--- src/rtl/dog_up_pkg.sv ---
// Shared constants and types for the DoG 2x nearest-neighbour upsampler.
package dog_up_pkg;

  localparam int unsigned PIX_W         = 8;
  localparam int unsigned DEF_IN_WIDTH  = 400;
  localparam int unsigned DEF_IN_HEIGHT = 300;

  typedef enum logic {
    FILL,
    REPLAY
  } src_state_t;

endpackage

--- src/rtl/up_line_buffer.sv ---
// Single-port synchronous line buffer, one-cycle read latency.
module up_line_buffer
  import dog_up_pkg::*;
#(
  parameter int unsigned DEPTH = DEF_IN_WIDTH,
  parameter int unsigned AW    = (DEPTH > 1) ? $clog2(DEPTH) : 1
) (
  input  logic             clk,
  input  logic             we,
  input  logic [AW-1:0]    addr,
  input  logic [PIX_W-1:0] wdata,
  output logic [PIX_W-1:0] rdata
);

  logic [PIX_W-1:0] mem [DEPTH];

  // Write when enabled; the addressed word is always read out registered.
  always_ff @(posedge clk) begin
    if (we) mem[addr] <= wdata;
    rdata <= mem[addr];
  end

endmodule

--- src/rtl/dog_up_sampler.sv ---
// 2x nearest-neighbour upsampler: each FIFO row is captured into a line
// buffer while streamed out, then replayed once from the buffer; every
// pixel is emitted twice on the valid/ready output.
module dog_up_sampler
  import dog_up_pkg::*;
#(
  parameter int unsigned IN_WIDTH  = DEF_IN_WIDTH,
  parameter int unsigned IN_HEIGHT = DEF_IN_HEIGHT
) (
  input  logic             clk,
  input  logic             rst,
  input  logic             fifo_empty,
  output logic             rd_en_up,
  input  logic             fifo_valid,
  input  logic [PIX_W-1:0] din,
  output logic [PIX_W-1:0] dout,
  output logic             valid_out,
  input  logic             ready,
  output logic             sof,
  output logic             eol
);

  localparam int unsigned CW  = $clog2(IN_WIDTH + 1);
  localparam int unsigned AW  = (IN_WIDTH > 1) ? $clog2(IN_WIDTH) : 1;
  localparam int unsigned RW  = (IN_HEIGHT > 1) ? $clog2(IN_HEIGHT) : 1;
  localparam int unsigned OCW = $clog2(2 * IN_WIDTH);
  localparam int unsigned ORW = $clog2(2 * IN_HEIGHT);
  localparam logic [CW-1:0]  COL_END   = CW'(IN_WIDTH);
  localparam logic [RW-1:0]  ROW_LAST  = RW'(IN_HEIGHT - 1);
  localparam logic [OCW-1:0] OCOL_LAST = OCW'(2 * IN_WIDTH - 1);
  localparam logic [ORW-1:0] OROW_LAST = ORW'(2 * IN_HEIGHT - 1);

  src_state_t state, state_d;
  logic [CW-1:0]    rd_col;
  logic [RW-1:0]    row;
  logic [AW-1:0]    wr_addr;
  logic             rd_pend;
  logic [PIX_W-1:0] pix, nxt, ram_q, ret_data;
  logic             pix_vld, nxt_vld, phase;
  logic [OCW-1:0]   out_col;
  logic [ORW-1:0]   out_row;
  logic             ret, accept, drain, pix_free, nxt_vld_d;
  logic             can_issue, fifo_rd, ram_rd, issue, row_inc;
  logic             ram_we;
  logic [AW-1:0]    ram_addr;

  // Read issue, data return and pipeline occupancy.
  always_comb begin
    ret       = rd_pend && ((state == REPLAY) || fifo_valid);
    ret_data  = (state == FILL) ? din : ram_q;
    accept    = pix_vld && ready;
    drain     = accept && phase;
    pix_free  = !pix_vld || drain;
    nxt_vld_d = pix_free ? (nxt_vld && ret) : (nxt_vld || ret);
    can_issue = !rst && !rd_pend && (rd_col < COL_END) && !nxt_vld_d;
    fifo_rd   = can_issue && (state == FILL) && !fifo_empty;
    ram_rd    = can_issue && (state == REPLAY);
    issue     = fifo_rd || ram_rd;
    ram_we    = (state == FILL) && ret;
    ram_addr  = ram_we ? wr_addr : rd_col[AW-1:0];
  end

  // Next-state logic; a read returning this cycle no longer counts as
  // outstanding, so REPLAY can start reading right behind the last write.
  always_comb begin
    state_d = state;
    row_inc = 1'b0;
    case (state)
      FILL:   if (rd_col == COL_END && !(rd_pend && !ret)) state_d = REPLAY;
      REPLAY: if (rd_col == COL_END) begin
        state_d = FILL;
        row_inc = 1'b1;
      end
      default: state_d = FILL;
    endcase
  end

  // State register.
  always_ff @(posedge clk) begin
    if (rst) state <= FILL;
    else     state <= state_d;
  end

  // Counters, read tracking and the two-entry pixel pipeline.
  always_ff @(posedge clk) begin
    if (rst) begin
      rd_col  <= '0;
      row     <= '0;
      wr_addr <= '0;
      rd_pend <= 1'b0;
      pix     <= '0;
      nxt     <= '0;
      pix_vld <= 1'b0;
      nxt_vld <= 1'b0;
      phase   <= 1'b0;
      out_col <= '0;
      out_row <= '0;
    end else begin
      rd_pend <= issue;
      if (fifo_rd) wr_addr <= rd_col[AW-1:0];
      if (state_d != state) rd_col <= '0;
      else if (issue)       rd_col <= rd_col + 1'b1;
      if (row_inc) row <= (row == ROW_LAST) ? '0 : row + 1'b1;

      if (pix_free) begin
        if (nxt_vld) begin
          pix     <= nxt;
          pix_vld <= 1'b1;
          if (ret) nxt <= ret_data;
          nxt_vld <= ret;
        end else if (ret) begin
          pix     <= ret_data;
          pix_vld <= 1'b1;
        end else begin
          pix_vld <= 1'b0;
        end
      end else if (ret) begin
        nxt     <= ret_data;
        nxt_vld <= 1'b1;
      end

      if (accept) begin
        phase <= ~phase;
        if (out_col == OCOL_LAST) begin
          out_col <= '0;
          out_row <= (out_row == OROW_LAST) ? '0 : out_row + 1'b1;
        end else begin
          out_col <= out_col + 1'b1;
        end
      end
    end
  end

  up_line_buffer #(
    .DEPTH(IN_WIDTH),
    .AW   (AW)
  ) u_line_buffer (
    .clk  (clk),
    .we   (ram_we),
    .addr (ram_addr),
    .wdata(din),
    .rdata(ram_q)
  );

  assign rd_en_up  = fifo_rd;
  assign dout      = pix;
  assign valid_out = pix_vld;
  assign sof       = pix_vld && (out_col == '0) && (out_row == '0);
  assign eol       = pix_vld && (out_col == OCOL_LAST);

endmodule

--- config.mk ---
export PLATFORM = sky130hd
export DESIGN_NAME = dog_up_sampler
export DESIGN_NICKNAME = d
export VERILOG_FILES = /design/src/rtl/dog_up_pkg.sv /design/src/rtl/up_line_buffer.sv /design/src/rtl/dog_up_sampler.sv
export SDC_FILE = /design/constraint.sdc
export NUM_CORES = 2
export LEC_CHECK = 0
export CORE_ASPECT_RATIO = 0.7
export CORE_MARGIN = 1
export CORE_UTILIZATION = 25
export DETAILED_ROUTE_END_ITERATION = 8
export PLACE_DENSITY_LB_ADDON = 0.3
export SETUP_SLACK_MARGIN = 0.05
export SLEW_MARGIN = 30
export SYNTH_ARGS = -nofsm -noshare
export SYNTH_HDL_FRONTEND = slang
export SYNTH_SLANG_ARGS = --single-unit
--- constraint.sdc ---
create_clock -name clk -period 8.9 [get_ports clk]
set_clock_uncertainty 0.2 [all_clocks]
set_input_delay 1.78 -clock clk [delete_from_list [all_inputs] [get_ports clk]]
set_output_delay 1.78 -clock clk [all_outputs]
set_load 0.01 [all_outputs]
# After elaboration in Yosys (flattened, before gate mapping)
# Memories as Yosys holds them, arrays and structs flattened. A register that Yosys moved wholly into a read port is not among the register bits.
# Cells that the tools add are included.
word_totals:
  ramBits: 3200
  ff_bits: 59
  memories: 1
  output_inout_bits: 12
  inputBits: 13
  wordCells: 77
op_classes:
  muxes: 20
  add_sub_neg: 3
  order_cmp: 1
  bitwise: 2
  n_reduce_logical: 34
  eq_ne: 5
memory_table:
  columns: ["memory", "words", "word_bits", "rd", "rd_ports_with_merged_regs", "wr", "line", "source"]
  rows:
  - ["u_line_buffer.mem", 400, 8, 1, 1, 1, "up_line_buffer.sv:15", "logic [PIX_W-1:0] mem [DEPTH];"]
ops:
  columns: ["operator", "n"]
  rows:
  - ["$mux 8", 6]
  - ["$add 10x1->10 const B", 2]
  - ["$eq 10x10->1 const B", 2]
  - ["$logic_not 10->1", 2]
  - ["$mux 10", 2]
  - ["$logic_and 1x1->1", 16]
  - ["$mux 1", 10]
  - ["$add 9x1->9 const B", 1]
  - ["$eq 9x9->1 const B", 1]
  - ["$lt 9x9->1 const B", 1]
  - ["$mux 9", 1]
  - ["$logic_not 1->1", 7]
  - ["$logic_or 1x1->1", 4]
  - ["$reduce_and 2->1", 2]
  - ["$reduce_bool 2->1", 2]
  - ["$ne 2x2->1 const B", 1]
  - ["$not 1->1", 2]
  - ["$pmux 1 s2", 1]
  - ["$reduce_or 2->1", 1]
  - ["$ne 1x1->1", 1]

# Logic depth before layout (Yosys ltp)
logic_depth:
  ltp_word: 10
  depth_mapped: 16
  depth_no_buf: 9

# Hierarchy
# Synthesis repeated with hierarchy kept, for this count alone.
unflattened:
  hier_cells: 6055
  area_unflattened_um2: 127090.6
by_module_without_submodules:
  columns: ["mod", "seq_area_each_um2", "cells_each", "n_inst", "area_each_um2"]
  rows:
  - ["up_line_buffer", 96252.3, 5701, 1, 124154.1]
  - ["dog_up_sampler", 1181.1, 354, 1, 2936.6]

# Least setup slack after synthesis
# No wires, ideal clock.
synth_timing:
  kind: "input port to output port"
  startpoint: "in ready"
  endpoint: "out rd_en_up"
  setup_slack_ps: 3888
  t_required_ps: 6920
  n_path_buf: 1
  stages: 6
  arrival_time_ps: 3032
  path_cell_list: "a21boi_0 -> nand2_1 -> o211ai_1 -> or3_1 -> clkbuf_1 -> clkinv_1"
synth_between:
  elab_chain_cells: 8
synth_lines:
  columns: ["element", "line", "source"]
  rows:
  - ["start, declared", "dog_up_sampler.sv:18", "input logic ready,"]
  - ["$logic_and 1x1->1", "dog_up_sampler.sv:51", "accept = pix_vld && ready;"]
  - ["$logic_and 1x1->1", "dog_up_sampler.sv:52", "drain = accept && phase;"]
  - ["$logic_or 1x1->1", "dog_up_sampler.sv:53", "pix_free = !pix_vld || drain;"]
  - ["$mux 1", "dog_up_sampler.sv:54", "nxt_vld_d = pix_free ? (nxt_vld && ret) : (nxt_vld || ret);"]
  - ["$logic_not 1->1", "dog_up_sampler.sv:55", "can_issue = !rst && !rd_pend && (rd_col < COL_END) && !nxt_vld_d;"]
  - ["$logic_and 1x1->1", "dog_up_sampler.sv:55", null]
  - ["$logic_and 1x1->1 (2 in a row)", "dog_up_sampler.sv:56", "fifo_rd = can_issue && (state == FILL) && !fifo_empty;"]
  - ["end, declared", "dog_up_sampler.sv:13", "output logic rd_en_up,"]
# No other way between the ends.

# Worst setup path in the final report
layout_timing:
  startpoint: "in fifo_valid"
  endpoint: "reg u_line_buffer.rdata[5] (read register of u_line_buffer.mem)"
layout_between:
  elab_chain_cells: 4
layout_lines:
  columns: ["element", "line", "source"]
  rows:
  - ["start, declared", "dog_up_sampler.sv:14", "input logic fifo_valid,"]
  - ["$logic_or 1x1->1", "dog_up_sampler.sv:49", "ret = rd_pend && ((state == REPLAY) || fifo_valid);"]
  - ["$logic_and 1x1->1", "dog_up_sampler.sv:49", null]
  - ["$logic_and 1x1->1", "dog_up_sampler.sv:59", "ram_we = (state == FILL) && ret;"]
  - ["$mux 9", "dog_up_sampler.sv:60", "ram_addr = ram_we ? wr_addr : rd_col[AW-1:0];"]
  - ["end, declared", "up_line_buffer.sv:12", "output logic [PIX_W-1:0] rdata"]
# No other way between the ends.
# A chain may end at the register's enable or synchronous reset.

==> flow_summary_export.csv <==
group,metric,value,unit
status,run_status,"complete, no violations",
cts,cts_made_buffers,306,
floorplan,die_h,603,µm
timing,slew_violations,0,
detailed_routing,drcViolationCount,0,
hold_path,hold_path_class,"reg -> reg",
floorplan,boundaryPins,25,
synthesis,synth_cell_types,76,
synthesis,synth_edf_count,3200,
cts,cts_resized,0,
cts,clk_pin_slew,70,ps
timing,setup_violations,0,
final_layout,stdcell_area,149000,µm²
floorplan,dieArea,519000,µm²
timing,slew-limit-headroom,16.7,%
final_layout,final_layout_size_suffix_gt1_share,10.6,%
floorplan,dieWidth,861,µm
detailed_routing,ant_nets,0,
timing,finalSetupTns,0,ps
detailed_routing,wl_per_cell,28.8,µm
setup_path,required,9470,ps
detailed_routing,wirelength,465,mm
setup_path,crit_type,"in -> reg",
synthesis,synth_top_family_by_area,"simple AND/OR/NAND/NOR gates",
synthesis,synthMuxAreaShare,4.92,%
synthesis,ys_ff_latch,3267,
timing,rsz0062_at_grt,"false",
floorplan,core,514000,µm²
timing,fmax,146,MHz
setup_path,start_kind,"primary input",
power,p_leak,47.3,nW
synthesis,ys_seq_area_share,75.5,%
synthesis,synth_top_flop_cell,"edfxtp_1",
synthesis,syn-num-nets,9010,
cts,cts_sinks,3267,
global_routing,grt_pass1_wl,636,mm
global_routing,antenna_found_initial,55,
setup_path,cp_max_fo,40,
timing,finalCriticalPeriod,6860,ps
synthesis,synth_compound_area_share,5.60,%
detailed_routing,firstDrtPassIters,8,
global_routing,grt-ovfl-total,0,
detailed_routing,post_drt_via_cell_ratio,5.06,
synthesis,syn_inst,8991,
cts,clockRootBuffer,"clkbuf_16",
synthesis,yosys_warnings,0,
synthesis,synthAdderAreaFrac,0.0581,%
synthesis,avgSynthCellArea,14.4,µm²
placed_design,gp_congestion,0.877,
detailed_routing,num_vias,81700,
synthesis,synth-async-reset-ratio,0,%
synthesis,synthXorXnorAreaFrac,0.163,%
synthesis,synthSimpleGateAreaFrac,11.4,%
cts,hold_buffers,0,
detailed_routing,drt-initial-drc-count,13500,
cts,clk_latency,930,ps
run,drv_cap,0,
power,p_per_area,216,nW/µm²
placed_design,dpl_cell_area,138000,µm²
global_routing,grt_max_degree,174,
global_routing,track_usage,17.2,%
floorplan,start_util,25.1,%
synthesis,syn-cell-area,129000,µm²
placed_design,portBuffers,24,
timing,hold_viol_final,0,
setup_path,crit_path_end_kind,"flip-flop",
final_layout,syn_to_final_growth,15.0,%
cts,htree_levels,5,
power,ir_worst_vdd,0.135,mV
timing,period_share,77.0,%
global_routing,grt_pass1_vias,73600,
floorplan,rows,220,
setup_path,arrival,7430,ps
cts,postCtsSetupRepairBufs,0,
placed_design,dp_hpwl,288,mm
cts,clockBufferDepth,4,
final_layout,nets,9029,
cts,cts_tree,"yes",
timing,worstMarginPinSlew,1250,ps
-- flip-flops by register name (all words and copies together), names as in the netlist --
name / flops
u_line_buffer.mem: 3200
out_col: 10
out_row: 10
rd_col: 9
wr_addr: 9
dout: 8
nxt: 8
u_line_buffer.rdata: 8
nxt_vld: 1
phase: 1
rd_pend: 1
state: 1
valid_out: 1
-- logic make-up after synthesis --
kind of cell / after synthesis
compound gates: 1092
xor+xnor: 24
fa+ha+maj: 6
buf+inv: 592
flops: 3267
mux: 523
simple gates: 3487
-- critical path, cell delays in order --
cell and delay, ps:
clkdlybuf4s50_1 550, nand3b_1 360, buf_4 700, mux2_2 740
nand2_2 720, buf_4 380, nor2_1 90, nand4_1 150
nand4_1 710, a2111oi_0 970, nand4bb_1 190
-- through the flow --
stage / total power, mW / worst slack, ps / util (%) / hold WS [ps] / cells
5_1_grt: 32.7 / 1960 / 28.9 / 327 / 16100
3_5_place_dp: 18.7 / 1230 / 26.9 / 282 / 15600
6_report: 32.0 / 2040 / 28.9 / 291 / 16100
3_3_place_gp: 18.7 / 907 / 26.9 / 284 / 15600
2_1_floorplan: 18.0 / 3890 / - / 267 / 8991
4_1_cts: 32.1 / 2180 / 28.9 / 298 / 16100
-- Yosys cell counts, types with 8 or more instances --
library cell | count | share of area (%)
nor2b_1 | 8 | 0.039
buf_6 | 35 | 0.31
xnor2_1 | 10 | 0.068
o21ai_0 | 35 | 0.14
a21oi_1 | 384 | 1.5
a2111oi_0 | 14 | 0.095
o221ai_1 | 12 | 0.081
and2_1 | 8 | 0.039
a311oi_1 | 62 | 0.42
nand4_1 | 121 | 0.59
edfxtp_1 | 3200 | 74
nor4_1 | 40 | 0.19
nor2_1 | 504 | 1.5
a41oi_1 | 20 | 0.14
mux2i_1 | 425 | 3.3
a32o_1 | 9 | 0.070
mux4_2 | 86 | 1.5
nand2_1 | 2064 | 6.0
a32oi_1 | 114 | 0.77
inv_1 | 10 | 0.029
buf_2 | 230 | 0.89
xor2_1 | 14 | 0.095
a31oi_1 | 154 | 0.75
mux2_2 | 10 | 0.087
nor3_1 | 31 | 0.12
clkbuf_1 | 198 | 0.58
dfxtp_1 | 67 | 1.0
nand3_1 | 581 | 2.3
a221oi_1 | 40 | 0.27
and3_1 | 77 | 0.37
a22oi_1 | 40 | 0.23
buf_4 | 61 | 0.35
a211oi_1 | 18 | 0.10
o22ai_1 | 129 | 0.63
buf_1 | 50 | 0.15
-- worst paths after layout --
check                                start                endpoint  slack, ps  cells after the start
worst max-delay path            fifo_valid  u_line_buffer.rdata[5]       2040                     11
worst min-delay path               dout[2]                 dout[2]        290                      2
worst max register to register       state  u_line_buffer.rdata[5]       2510                     10
worst min register to register     dout[2]                 dout[2]        290                      2
-- report_power, final --
part	internal (mW)	total (mW)	switching [mW]	leakage (nW)
combinational	0.372	1.50	1.12	13.1
sequential	16.9	16.9	0.0168	29.3
clock	7.57	13.6	6.05	4.83
-- area by class of cell --
type                       count  area [µm²]
timing repair buffer         292        3000
antenna                       19        47.5
tap                         6882        8610
fill                       51700      365000
clock inverter               151        1640
clock buffer                 388        8260
multi-input combinational   5132       29500
sequential                  3267       97400
inverter                      11        41.3
-- cells in the final DEF, fill, tap and decap left out, types with 14 or more instances in the layout --
cell type        count
xor2_1              14
and3_1              77
o21ai_0             34
clkinv_2            37
clkdlybuf4s50_1     16
a32oi_1            114
nand2_1           2045
a211oi_1            18
clkbuf_16          317
nor2_1             407
clkinv_1            59
nor2_2              94
clkbuf_1            65
a311oi_1            60
bufinv_16           34
a41oi_1             18
a31oi_1            146
nand4_1            121
mux4_2              86
a221oi_1            40
buf_4              211
nor3_1              29
nor4_1              34
dfxtp_1             67
nand3_1            572
o22ai_1            129
mux2i_1            411
buf_12              52
diode_2             19
a21oi_1            380
edfxtp_1          3200
a22oi_1             40
-- metal layers --
layer  vias to the layer above  global-route usage (%)  share of wire [%]
li1                      34000                       -                  -
met1                     42500                    27.3                 47
met2                      4644                    22.3                 39
met3                       577                    5.21                 12
met4                         6                    3.98                2.4
met5                         -                       0             0.0058
Note: power is estimated with default switching activity, not from simulation.
